`config.mk`:
```
export PLATFORM = sky130hd
export DESIGN_NAME = aes256_round_ctrl
export DESIGN_NICKNAME = d
export VERILOG_FILES = /design/src/rtl/aes256_round_ctrl.sv
export SDC_FILE = /design/constraint.sdc
export NUM_CORES = 1
export LEC_CHECK = 0
export ABC_AREA = 1
export ABC_CLOCK_PERIOD_IN_PS = 2800
export BUFFER_PORTS_ARGS = -buffer_cell sky130_fd_sc_hd__buf_2
export CORE_AREA = 2 2 254 256
export DETAILED_ROUTE_END_ITERATION = 16
export DIE_AREA = 0 0 256 258
export SLEW_MARGIN = 10
export SYNTH_ARGS = -nofsm -noshare
export SYNTH_HDL_FRONTEND = slang
export SYNTH_SLANG_ARGS = --single-unit
export TNS_END_PERCENT = 5
```
`constraint.sdc`:
```
create_clock -name clk_i -period 2.8 [get_ports clk_i]
set_input_delay 0.14 -clock clk_i [delete_from_list [all_inputs] [get_ports clk_i]]
set_output_delay 0.14 -clock clk_i [all_outputs]
set_load 0.03 [all_outputs]
```
`src/rtl/aes256_round_ctrl.sv`:
```
// Iterative AES round sequencer: owns the 128-bit state and the round counter, and
// drives one external combinational round datapath per cycle. Ciphertext leaves via valid/ready.
module aes256_round_ctrl #(
  parameter int unsigned NR = 14  // 10, 12 or 14 rounds
) (
  input  logic         clk_i,
  input  logic         rst_ni,
  input  logic         in_valid_i,
  output logic         in_ready_o,
  input  logic [127:0] in_data_i,
  output logic [3:0]   rk_idx_o,
  input  logic [127:0] rk_i,
  input  logic         rk_valid_i,
  output logic [127:0] dp_in_o,
  output logic         dp_last_o,
  input  logic [127:0] dp_out_i,
  output logic         out_valid_o,
  input  logic         out_ready_i,
  output logic [127:0] out_data_o,
  output logic         busy_o,
  output logic [3:0]   round_o
);

  typedef enum logic [1:0] {
    IDLE  = 2'd0,
    ROUND = 2'd1,
    DONE  = 2'd2
  } state_e;

  localparam logic [3:0] NR_L = 4'(NR);

  state_e       fsm_q, fsm_d;
  logic [127:0] data_q, data_d;
  logic [3:0]   round_q, round_d;

  always_ff @(posedge clk_i or negedge rst_ni) begin
    if (!rst_ni) begin
      fsm_q   <= IDLE;
      data_q  <= '0;
      round_q <= '0;
    end else begin
      fsm_q   <= fsm_d;
      data_q  <= data_d;
      round_q <= round_d;
    end
  end

  always_comb begin
    fsm_d       = fsm_q;
    data_d      = data_q;
    round_d     = round_q;
    in_ready_o  = 1'b0;
    rk_idx_o    = round_q;
    dp_last_o   = 1'b0;
    out_valid_o = 1'b0;
    busy_o      = 1'b0;
    case (fsm_q)
      IDLE: begin
        rk_idx_o   = 4'd0;
        // Acceptance needs round key 0 for the initial AddRoundKey.
        in_ready_o = rk_valid_i;
        if (in_valid_i && rk_valid_i) begin
          data_d  = in_data_i ^ rk_i;
          round_d = 4'd1;
          fsm_d   = ROUND;
        end
      end
      ROUND: begin
        busy_o    = 1'b1;
        rk_idx_o  = round_q;
        dp_last_o = (round_q == NR_L);
        if (rk_valid_i) begin
          data_d = dp_out_i;
          if (round_q == NR_L) begin
            fsm_d = DONE;
          end else begin
            round_d = round_q + 4'd1;
          end
        end
      end
      DONE: begin
        busy_o      = 1'b1;
        out_valid_o = 1'b1;
        rk_idx_o    = NR_L;
        if (out_ready_i) begin
          fsm_d   = IDLE;
          round_d = 4'd0;
        end
      end
      default: fsm_d = IDLE;
    endcase
  end

  assign dp_in_o    = data_q;
  assign out_data_o = data_q;
  assign round_o    = round_q;

endmodule
```
==> results by group, run 1 <==
Finish
  – Most common cell after layout, fill and taps aside: nand2_1
  – Fin area: 14500 sq um
  – Layout cells sized above 1: 0.337
  – Final design utilization: 0.228
  – Fill cells: 7156
  – Most frequent cells in the layout: nand2_1 (796), buf_2 (655), dlygate4sd3_1 (164)
  – Final #Nets: 2488
  – Area grow syn2layout: 58.6%

Floorplan
  – I/O pin total: roughly 660
  – Initial Utilization: 0.144
  – DIE AREA: around 66000 sq um
  – DIE HEIGHT: 258 microns
  – Core Area: around 64000 sq um
  – Row count: 93
  – Die X: 256 microns

Synth
  – Synthesized instance count: about 1400
  – Yosys warns: 0
  – Synthesis-stage register bit count: 134
  – Synth Cell Area: 9160 sq um
  – Mean post-synth cell area: 6.46 sq um
  – Distinct cells, synth: 18
  – Seq/Total Area, Yosys: 0.366
  – Syn Nets: 1816

CTS
  – Worst skew pair latency: between 400 and 500 ps
  – Post-CTS Setup Inserts: 0
  – Inserted Clock Buffers: 17
  – Cell chosen for the clock root: clkbuf_16
  – TritonCTS clock tree: done
  – Post-CTS sizing: 0
  – Worst-path clk slew: around 60 ps
  – # H-tree levels: 4
  – Hold-fix buffers, CTS: 164
  – Clk sink count: around 130
  – Longest Clk Path Bufs: 2

Global route
  – Global-route wire length before repair: between 50000 and 60000 microns
  – GR Layer Usage met3: 0.0244
  – Largest net degree at the start of global routing: 133
  – Met1 Use GR: 0.134
  – GR Util All Layers: 0.115
  – Grt peak-use layer: met2
  – Initial antenna violation count: 3
  – Vias in the first global route: 10438
  – GR Layer Usage met2: 0.194
  – Total gr overflow: 0

Power
  – Static Leak: 8.24 nW
  – Sequential power share: 0.232
  – Psw: 9.32 mW
  – Pwr Density: roughly 1100 nW/um^2
  – P_int: roughly 7.4 mW
  – Worst VDD drop: 0.817 mV
  – Clock share of power: 0.126
  – Comb pwr share: 0.641
  – Sw Ratio: 0.558
  – Total design power: roughly 17 mW

Run
  – Maximum Capacitance Violations: 0

Status
  – Run status: finished clean

Drt
  – Vias: 11280
  – Avg Vias per Cell: 3.81
  – Initial DRC Count: about 620
  – ANT nets after route: 0
  – Iteration count of the initial detailed-routing pass: 5
  – WL final: 39100 microns
  – Wire per inst: roughly 13 microns
  – Drc violations: 0

Place
  – Final Wtd Congestion: 0.895
  – DP Area: 12400 sq um
  – Post-DP HPWL: 29800 microns
  – # port buffers: 656

Timing
  – Final period utilization: 0.885
  – Pins over their slew limit: 0
  – Final min period: about 2500 ps
  – Fmax: between 400 and 500 MHz
  – Worst slew pin tran: 730 ps
  – RSZ-0062 raised after global routing: no
  – Final Setup Violations: 0
  – Setup TNS: 0 ps
  – Slew margin rel.: 0.513
  – Final Hold Fails: 0
  – Final Skew: between 10 and 15 ps

Setup path
  – Endpoint class of the critical path: register
  – Startpoint types: register
  – CP Data Arrival Time: about 2900 ps
  – CP Class: register to register
  – Worst-path fanout max: around 40
  – CP required: 3190 ps

Min path
  – HP Class: primary input to register
## critical path: stages, from the launching register on
cell           delay, ps
dfrtp_1              420
inv_1                150
ha_4                 210
inv_4                250
buf_12               260
buf_4                210
nand2_1               60
o21ai_1              110
dlygate4sd3_1        560
nand2_1               50
nand2_1               70
## worst paths after layout
kind	startpoint	end	slack (ps)	depth (start not counted)
min in group asynchronous	rst_ni	dp_in_o[26]	300	2
worst max register to register	fsm_q[1]	dp_in_o[55]	320	10
worst max-delay path	fsm_q[1]	dp_in_o[55]	320	10
worst min-delay path	dp_out_i[77]	dp_in_o[77]	40	5
max in group asynchronous	rst_ni	dp_in_o[77]	1820	3
worst min register to register	dp_in_o[125]	dp_in_o[125]	500	2
## through the flow
step	std cells	hold WS [ps]	setup WS (ps)
3_5_place_dp	2763	230	620
6_report	2959	40.0	321
5_1_grt	2959	44.3	152
4_1_cts	2958	0.216	335
3_3_place_gp	2763	227	665
2_1_floorplan	1419	-156	1230
## final cells by class
class                      instances  area [sq um]  area share
timing repair buffer             838          5150       0.355
sequential                       134          3350       0.231
clock buffer                      23           478      0.0329
antenna                            1          2.50    0.000172
clock inverter                     8          51.3     0.00353
multi-input combinational       1084          4360       0.300
tap                              855          1070      0.0736
inverter                          16          65.1     0.00448
## flip-flops by register name, summed over array words and instances, names as in the netlist
register	count
round_o	4
dp_in_o	128
fsm_q	2
## kinds of logic (layout without fill, tap and decap cells)
family,count (synthesis),after routing,share of synthesized area
simple gates,938,938,0.386
buf+inv,201,885,0.160
compound gates,137,137,0.0763
flops,134,134,0.366
fa+ha+maj,8,8,0.0109
xor+xnor,1,1,0.000956
other cells,0,1,0
## synthesized netlist by cell type, drive strengths merged
master / number / area share
xnor2: 1 / 0.00096
nand3: 3 / 0.0016
inv: 16 / 0.0066
o21ai: 133 / 0.073
dfrtp: 134 / 0.37
nor2: 137 / 0.057
ha: 8 / 0.011
nand4: 2 / 0.0014
nand2: 796 / 0.33
clkbuf: 5 / 0.0020
buf: 180 / 0.15
o21bai: 4 / 0.0033
## per-layer routing
metal / routed length, microns / up-vias / part of all wire
met5: 0 / - / 0
met4: 1790 / 0 / 0.046
met3: 2180 / 72 / 0.056
met2: 18900 / 490 / 0.48
met1: 16300 / 5127 / 0.42
li1: - / 5591 / -
## power by group through the flow
stage / Clock, mW / Sequential (mW) / Combinational (mW)
5_1_grt: 2.30 / 3.98 / 11.6
3_3_place_gp: 0 / 3.92 / 10.1
2_1_floorplan: 0 / 5.29 / 6.45
3_5_place_dp: 0 / 3.90 / 10.1
6_report: 2.11 / 3.88 / 10.7
4_1_cts: 2.23 / 3.89 / 10.8
Power figures use the tool's default switching activity.
==> inputs of run 2 (changes only) <==
--- a/config.mk
+++ b/config.mk
@@ -11,6 +11,7 @@
 export CORE_AREA = 2 2 254 256
 export DETAILED_ROUTE_END_ITERATION = 16
 export DIE_AREA = 0 0 256 258
+export PLACE_DENSITY = 0.41
 export SLEW_MARGIN = 10
 export SYNTH_ARGS = -nofsm -noshare
 export SYNTH_HDL_FRONTEND = slang
==> run 2 against run 1 <==
  * Critical path depth down 2
  * Sequential cell count unchanged
  * Worst hold slack better by 10 ps
  * Cell count up 0.61%
  * Clock-buffer cell count down 2
  * Die area unchanged
  * Register-to-register slack worse by 50 ps
  * First-iteration DRC count down 14%
  * Via count down 2.0%
  * Clock skew down 1.4 ps
  * Critical endpoint is now dp_in_o[42]
  * Largest cell class unchanged
  * Highest routed layer is now met5
==> results by group, run 2 (synthesis results as in run 1) <==
Drt
  – Wire per inst: 12.7 microns (-4.0%)
  – ANT nets after route: 0 (unchanged)
  – WL final: 37800 microns (-3.4%)
  – Vias: 11056 (-2.0%)
  – Drc violations: 0 (unchanged)
  – Initial DRC Count: 531 (-14%)
  – Avg Vias per Cell: 3.71 (-2.6%)
  – Iteration count of the initial detailed-routing pass: 4 (-1)

Global route
  – Met1 Use GR: 0.124 (-0.00993)
  – Largest net degree at the start of global routing: 129 (-3.0%)
  – Grt peak-use layer: met2
  – Vias in the first global route: 10632 (+1.9%)
  – Global-route wire length before repair: 57400 microns (-0.97%)
  – GR Layer Usage met3: 0.0342 (+0.00972)
  – Initial antenna violation count: 4 (+1)
  – GR Util All Layers: 0.112 (-0.00300)
  – Total gr overflow: 0 (unchanged)
  – GR Layer Usage met2: 0.197 (+0.00279)

CTS
  – TritonCTS clock tree: done
  – Worst skew pair latency: 460 ps (about the same)
  – Post-CTS Setup Inserts: 0 (unchanged)
  – # H-tree levels: 4 (unchanged)
  – Clk sink count: 134 (unchanged)
  – Longest Clk Path Bufs: 2 (unchanged)
  – Cell chosen for the clock root: clkbuf_16
  – Inserted Clock Buffers: 17 (unchanged)
  – Worst-path clk slew: 70 ps (about the same)

Place
  – # port buffers: 656 (unchanged)
  – Final Wtd Congestion: 0.901 (+0.64%)
  – DP Worst Slack: 707 ps (+87.0 ps)
  – Post-DP HPWL: 28400 microns (-4.7%)
  – Dpl cells: 2753 (-0.36%)
  – DP Area: 12300 sq um (-0.61%)

Timing
  – Slew margin rel.: 0.415 (-0.0979)
  – Final period utilization: 0.903 (+0.0175)
  – Fmax: 396 MHz (-1.9%)
  – Pins over their slew limit: 0 (unchanged)
  – Setup ws final: 272 ps (-49.1 ps)
  – Final Skew: 10.2 ps (-1.37 ps)
  – Setup TNS: 0 ps (unchanged)
  – RSZ-0062 raised after global routing: no
  – Final min period: 2530 ps (+49.1 ps)
  – Final Hold Fails: 0 (unchanged)
  – Worst slew pin tran: 877 ps (+147 ps)
  – Worst hold margin: 50.1 ps (+10.1 ps)
  – Final Setup Violations: 0 (unchanged)

Power
  – Worst VDD drop: 0.604 mV (-26%)
  – Static Leak: 8.36 nW (+1.4%)
  – Total design power: 16.8 mW (+0.61%)
  – Pwr Density: 1130 nW/um^2 (-1.3%)

Floorplan
  – DIE HEIGHT: 258 microns (unchanged)
  – I/O pin total: 657 (unchanged)
  – Initial Utilization: 0.144 (unchanged)
  – Core Area: 63600 sq um (unchanged)
  – Die X: 256 microns (unchanged)
  – DIE AREA: 66000 sq um (unchanged)
  – Row count: 93 (unchanged)

Finish
  – Fin area: 14800 sq um (+2.0%)
  – Max reg flops: 128 (unchanged)
  – Layout cells sized above 1: 0.331 (-0.00553)
  – Non-filler cells, final: 2977 (+0.61%)
  – Most common cell after layout, fill and taps aside: nand2_1
  – Fill cells: 7216 (+0.84%)
  – Most frequent cells in the layout: nand2_1 (796), buf_2 (655), dlygate4sd3_1 (190)
  – Final design utilization: 0.233 (+0.00448)
  – Area grow syn2layout: 61.7%
  – Final #Nets: 2504 (+0.64%)

Setup path
  – Endpoint class of the critical path: register
  – Startpoint types: register
  – CP Class: register to register
  – CP required: 3200 ps (about the same)
  – CP Data Arrival Time: 2930 ps (+60 ps)
  – Worst-path fanout max: 72 (+76%)

Min path
  – HP Class: primary input to register

Run
  – Maximum Capacitance Violations: 0 (unchanged)

Status
  – Run status: finished clean
-- run 2: cell count changes in the layout (fill, tap and decap cells not counted) --
cell / change
dlygate4sd3_1: +26
buf_4: -10
bufinv_16: +3
clkbuf_1: -3
clkbuf_8: +1
clkinv_2: -1
clkinv_4: +1
clkinvlp_4: -1
diode_2: +1
inv_6: +1
-- run 2: worst paths after layout --
path | slack (ps) | startpoint | endpoint | depth (start not counted)
min in group asynchronous | 160 | rst_ni | dp_in_o[80] | 2
max in group asynchronous | 1850 | rst_ni | dp_in_o[34] | 3
worst min register to register | 490 | dp_in_o[34] | dp_in_o[34] | 2
worst min-delay path | 50 | rk_i[28] | dp_in_o[28] | 6
worst max-delay path | 270 | fsm_q[1] | dp_in_o[42] | 8
worst max register to register | 270 | fsm_q[1] | dp_in_o[42] | 8
-- run 2: timing repair --
action / 4_1_cts / 5_1_grt
endpoints found under the hold margin: 172 / 0
gates resized for setup: 0 / 0
hold buffers: 190 / 0
-- run 2: final cells by class --
| class | instances | area [sq um] | area share |
|---|---|---|---|
| Timing Repair Buffer | 854 | 5340 | 0.360 |
| Multi-Input combinational cell | 1084 | 4360 | 0.294 |
| Sequential cell | 134 | 3350 | 0.226 |
| Tap cell | 855 | 1070 | 0.0722 |
| Clock buffer | 21 | 480 | 0.0324 |
| Clock inverter | 11 | 146 | 0.00988 |
| Inverter | 16 | 65.1 | 0.00439 |
| Antenna cell | 2 | 5.00 | 0.000338 |
-- run 2: critical path: stages (launching register included) --
cell	delay (ps)
dfrtp_1	440
inv_1	180
ha_4	410
buf_12	290
nand2_1	170
o21ai_0	110
dlygate4sd3_1	570
nand2_1	50
nand2_1	80
-- run 2: layer usage --
layer / vias to the layer above / part of all wire / wire length [microns]
met5: - / 0.00069 / 26
met4: 4 / 0.033 / 1230
met3: 52 / 0.063 / 2390
met2: 401 / 0.50 / 18700
met1: 4973 / 0.41 / 15400
li1: 5626 / - / -
-- run 2: power breakdown --
part	internal (mW)	total (mW)	switching (mW)
clock network	1.49	2.42	0.929
logic	3.33	10.6	7.23
registers	2.87	3.82	0.952
total	7.69	16.8	9.11
==> inputs of run 3 (changes only) <==
--- a/config.mk
+++ b/config.mk
@@ -12,6 +12,7 @@
 export DETAILED_ROUTE_END_ITERATION = 16
 export DIE_AREA = 0 0 256 258
 export PLACE_DENSITY = 0.41
+export RECOVER_POWER = 50
 export SLEW_MARGIN = 10
 export SYNTH_ARGS = -nofsm -noshare
 export SYNTH_HDL_FRONTEND = slang
==> run 3 against run 2 <==
  * The flow now finishes with violations (max-capacitance violations, max-slew violations)
  * Via count is 0.35% higher
  * Register-to-register slack hardly changed
  * Total power is 1.3% lower
==> results by group, run 3 (synthesis results as in run 1) <==
Global route
  – Initial antenna violation count: 4 (unchanged)
  – Largest net degree at the start of global routing: 129 (unchanged)
  – Vias in the first global route: 10632 (unchanged)
  – GR Util All Layers: 0.112 (unchanged)
  – Total gr overflow: 0 (unchanged)
  – Global-route wire length before repair: 57400 microns (unchanged)

Drt
  – WL final: 37900 microns (+0.28%)
  – Iteration count of the initial detailed-routing pass: 7 (+3)
  – Drc violations: 0 (unchanged)
  – Vias: 11095 (+0.35%)
  – Initial DRC Count: 574 (+8.1%)
  – Avg Vias per Cell: 3.73 (+0.35%)
  – ANT nets after route: 0 (unchanged)
  – Wire per inst: 12.7 microns (+0.28%)

Setup path
  – Max stage delay cell, worst path: dlygate4sd3_1
  – Startpoint types: register
  – Max incr delay on CP: 570 ps (about the same)
  – CP Class: register to register
  – Most used cell, CP: nand2_1
  – Endpoint class of the critical path: register
  – Worst-path fanout max: 72 (unchanged)
  – CP required: 3200 ps (about the same)
  – Worst path cell trace: inv_1, ha_4, buf_12, nand2_1, o21ai_0, dlygate4sd3_1, nand2_1, nand2_1
  – Worst R2R Setup Slack: 270 ps (about the same)
  – CP Data Arrival Time: 2930 ps (about the same)

Timing
  – Final Setup Violations: 0 (unchanged)
  – Final period utilization: 0.905 (+0.00198)
  – Setup TNS: 0 ps (unchanged)
  – Final Hold Fails: 0 (unchanged)
  – Final min period: 2530 ps (+5.54 ps)
  – Worst hold margin: 50.0 ps (-0.0833 ps)
  – Pins over their slew limit: 97 (+97)
  – RSZ-0062 raised after global routing: no
  – Worst slew pin tran: 1730 ps (+855 ps)
  – Fmax: 395 MHz (-0.22%)
  – Slew margin rel.: -0.155 (-0.570)
  – Final Skew: 10.1 ps (-0.122 ps)

Min path
  – HP Class: primary input to register

Power
  – Worst VDD drop: 0.603 mV (-0.25%)
  – Pwr Density: 1130 nW/um^2 (about the same)
  – Static Leak: 7.91 nW (-5.3%)

CTS
  – TritonCTS clock tree: done
  – Worst-path clk slew: 70 ps (about the same)
  – Cell chosen for the clock root: clkbuf_16
  – # H-tree levels: 4 (unchanged)
  – Clk sink count: 134 (unchanged)
  – Hold-fix buffers, CTS: 190 (unchanged)
  – Longest Clk Path Bufs: 2 (unchanged)
  – Post-CTS Setup Inserts: 0 (unchanged)
  – Post-CTS sizing: 0 (unchanged)
  – Worst skew pair latency: 460 ps (about the same)
  – Inserted Clock Buffers: 17 (unchanged)

Finish
  – Final #Nets: 2504 (unchanged)
  – Most common cell after layout, fill and taps aside: nand2_1
  – Layout cells sized above 1: 0.267 (-0.0637)
  – Area grow syn2layout: 59.7%
  – Most frequent cells in the layout: nand2_1 (796), buf_2 (521), dlygate4sd3_1 (190)
  – Max reg flops: 128 (unchanged)
  – Fill cells: 7298 (+1.1%)

Place
  – Post-DP HPWL: 28400 microns (unchanged)
  – Final Wtd Congestion: 0.901 (unchanged)
  – # port buffers: 656 (unchanged)

Floorplan
  – Die X: 256 microns (unchanged)
  – DIE AREA: 66000 sq um (unchanged)
  – Core Area: 63600 sq um (unchanged)
  – I/O pin total: 657 (unchanged)
  – Initial Utilization: 0.144 (unchanged)
  – Row count: 93 (unchanged)
  – DIE HEIGHT: 258 microns (unchanged)

Status
  – Run status: complete, but fails checks
  – Violated checks: max-capacitance violations, max-slew violations

Run
  – Maximum Capacitance Violations: 2 (+2)
-- run 3: cell count changes in the layout (fill, tap and decap cells not counted) --
| cell | change |
|---|---|
| buf_2 | -134 |
| buf_12 | -1 |
| buf_4 | -1 |
| clkbuf_1 | +135 |
| clkbuf_2 | +1 |
-- run 3: path summary, 6_finish.rpt --
kind | startpoint | to | cells past startpoint
setup / recovery | fsm_q[1] | dp_in_o[42] | 8
setup reg to reg | fsm_q[1] | dp_in_o[42] | 8
min in group asynchronous | rst_ni | dp_in_o[80] | 2
hold reg to reg | dp_in_o[34] | dp_in_o[34] | 2
hold / removal | rk_i[28] | dp_in_o[28] | 6
max in group asynchronous | rst_ni | dp_in_o[48] | 3
-- run 3: stage by stage --
stage               total power [mW]  worst slack [ps]  instances  area [sq um]  utilization
finish                          16.6               267       2977         14600        0.230
global placement                13.8               774       2753         12300        0.193
global route                    17.9              90.4       2976         14600        0.230
floorplan                       11.7              1230       1419          9160            -
CTS                             17.1               280       2975         14800        0.233
detailed placement              13.8               707       2753         12300        0.193
-- run 3: layout make-up --
cell class	instances	area, sq um	area share
diodes	2	5.00	0.000342
clock buffers	21	480	0.0328
clock inverters	11	146	0.0100
inverters	16	65.1	0.00445
multi-input cells	1084	4360	0.298
flip-flops and latches	134	3350	0.229
well taps	855	1070	0.0731
repair buffers	854	5150	0.352
-- run 3: critical path, delay by kind of cell, from the launching register on --
family,cells,cell delay [ps]
compound gates,1,110
buf+inv,3,1040
fa+ha+maj,1,420
flops,1,440
simple gates,3,300
-- run 3: power breakdown --
group | total, mW | switching, mW | internal, mW
Clock | 2.42 | 0.928 | 1.49
Sequential | 3.85 | 0.981 | 2.87
Combinational | 10.3 | 7.24 | 3.07
Total | 16.6 | 9.15 | 7.42
-- run 3: per-layer routing --
metal  global-route usage  up-vias  share of wire
met5                    0        -        0.00069
met4               0.0482        4          0.033
met3               0.0342       52          0.063
met2                0.197      410           0.49
met1                0.124     5003           0.41
li1                     -     5626              -
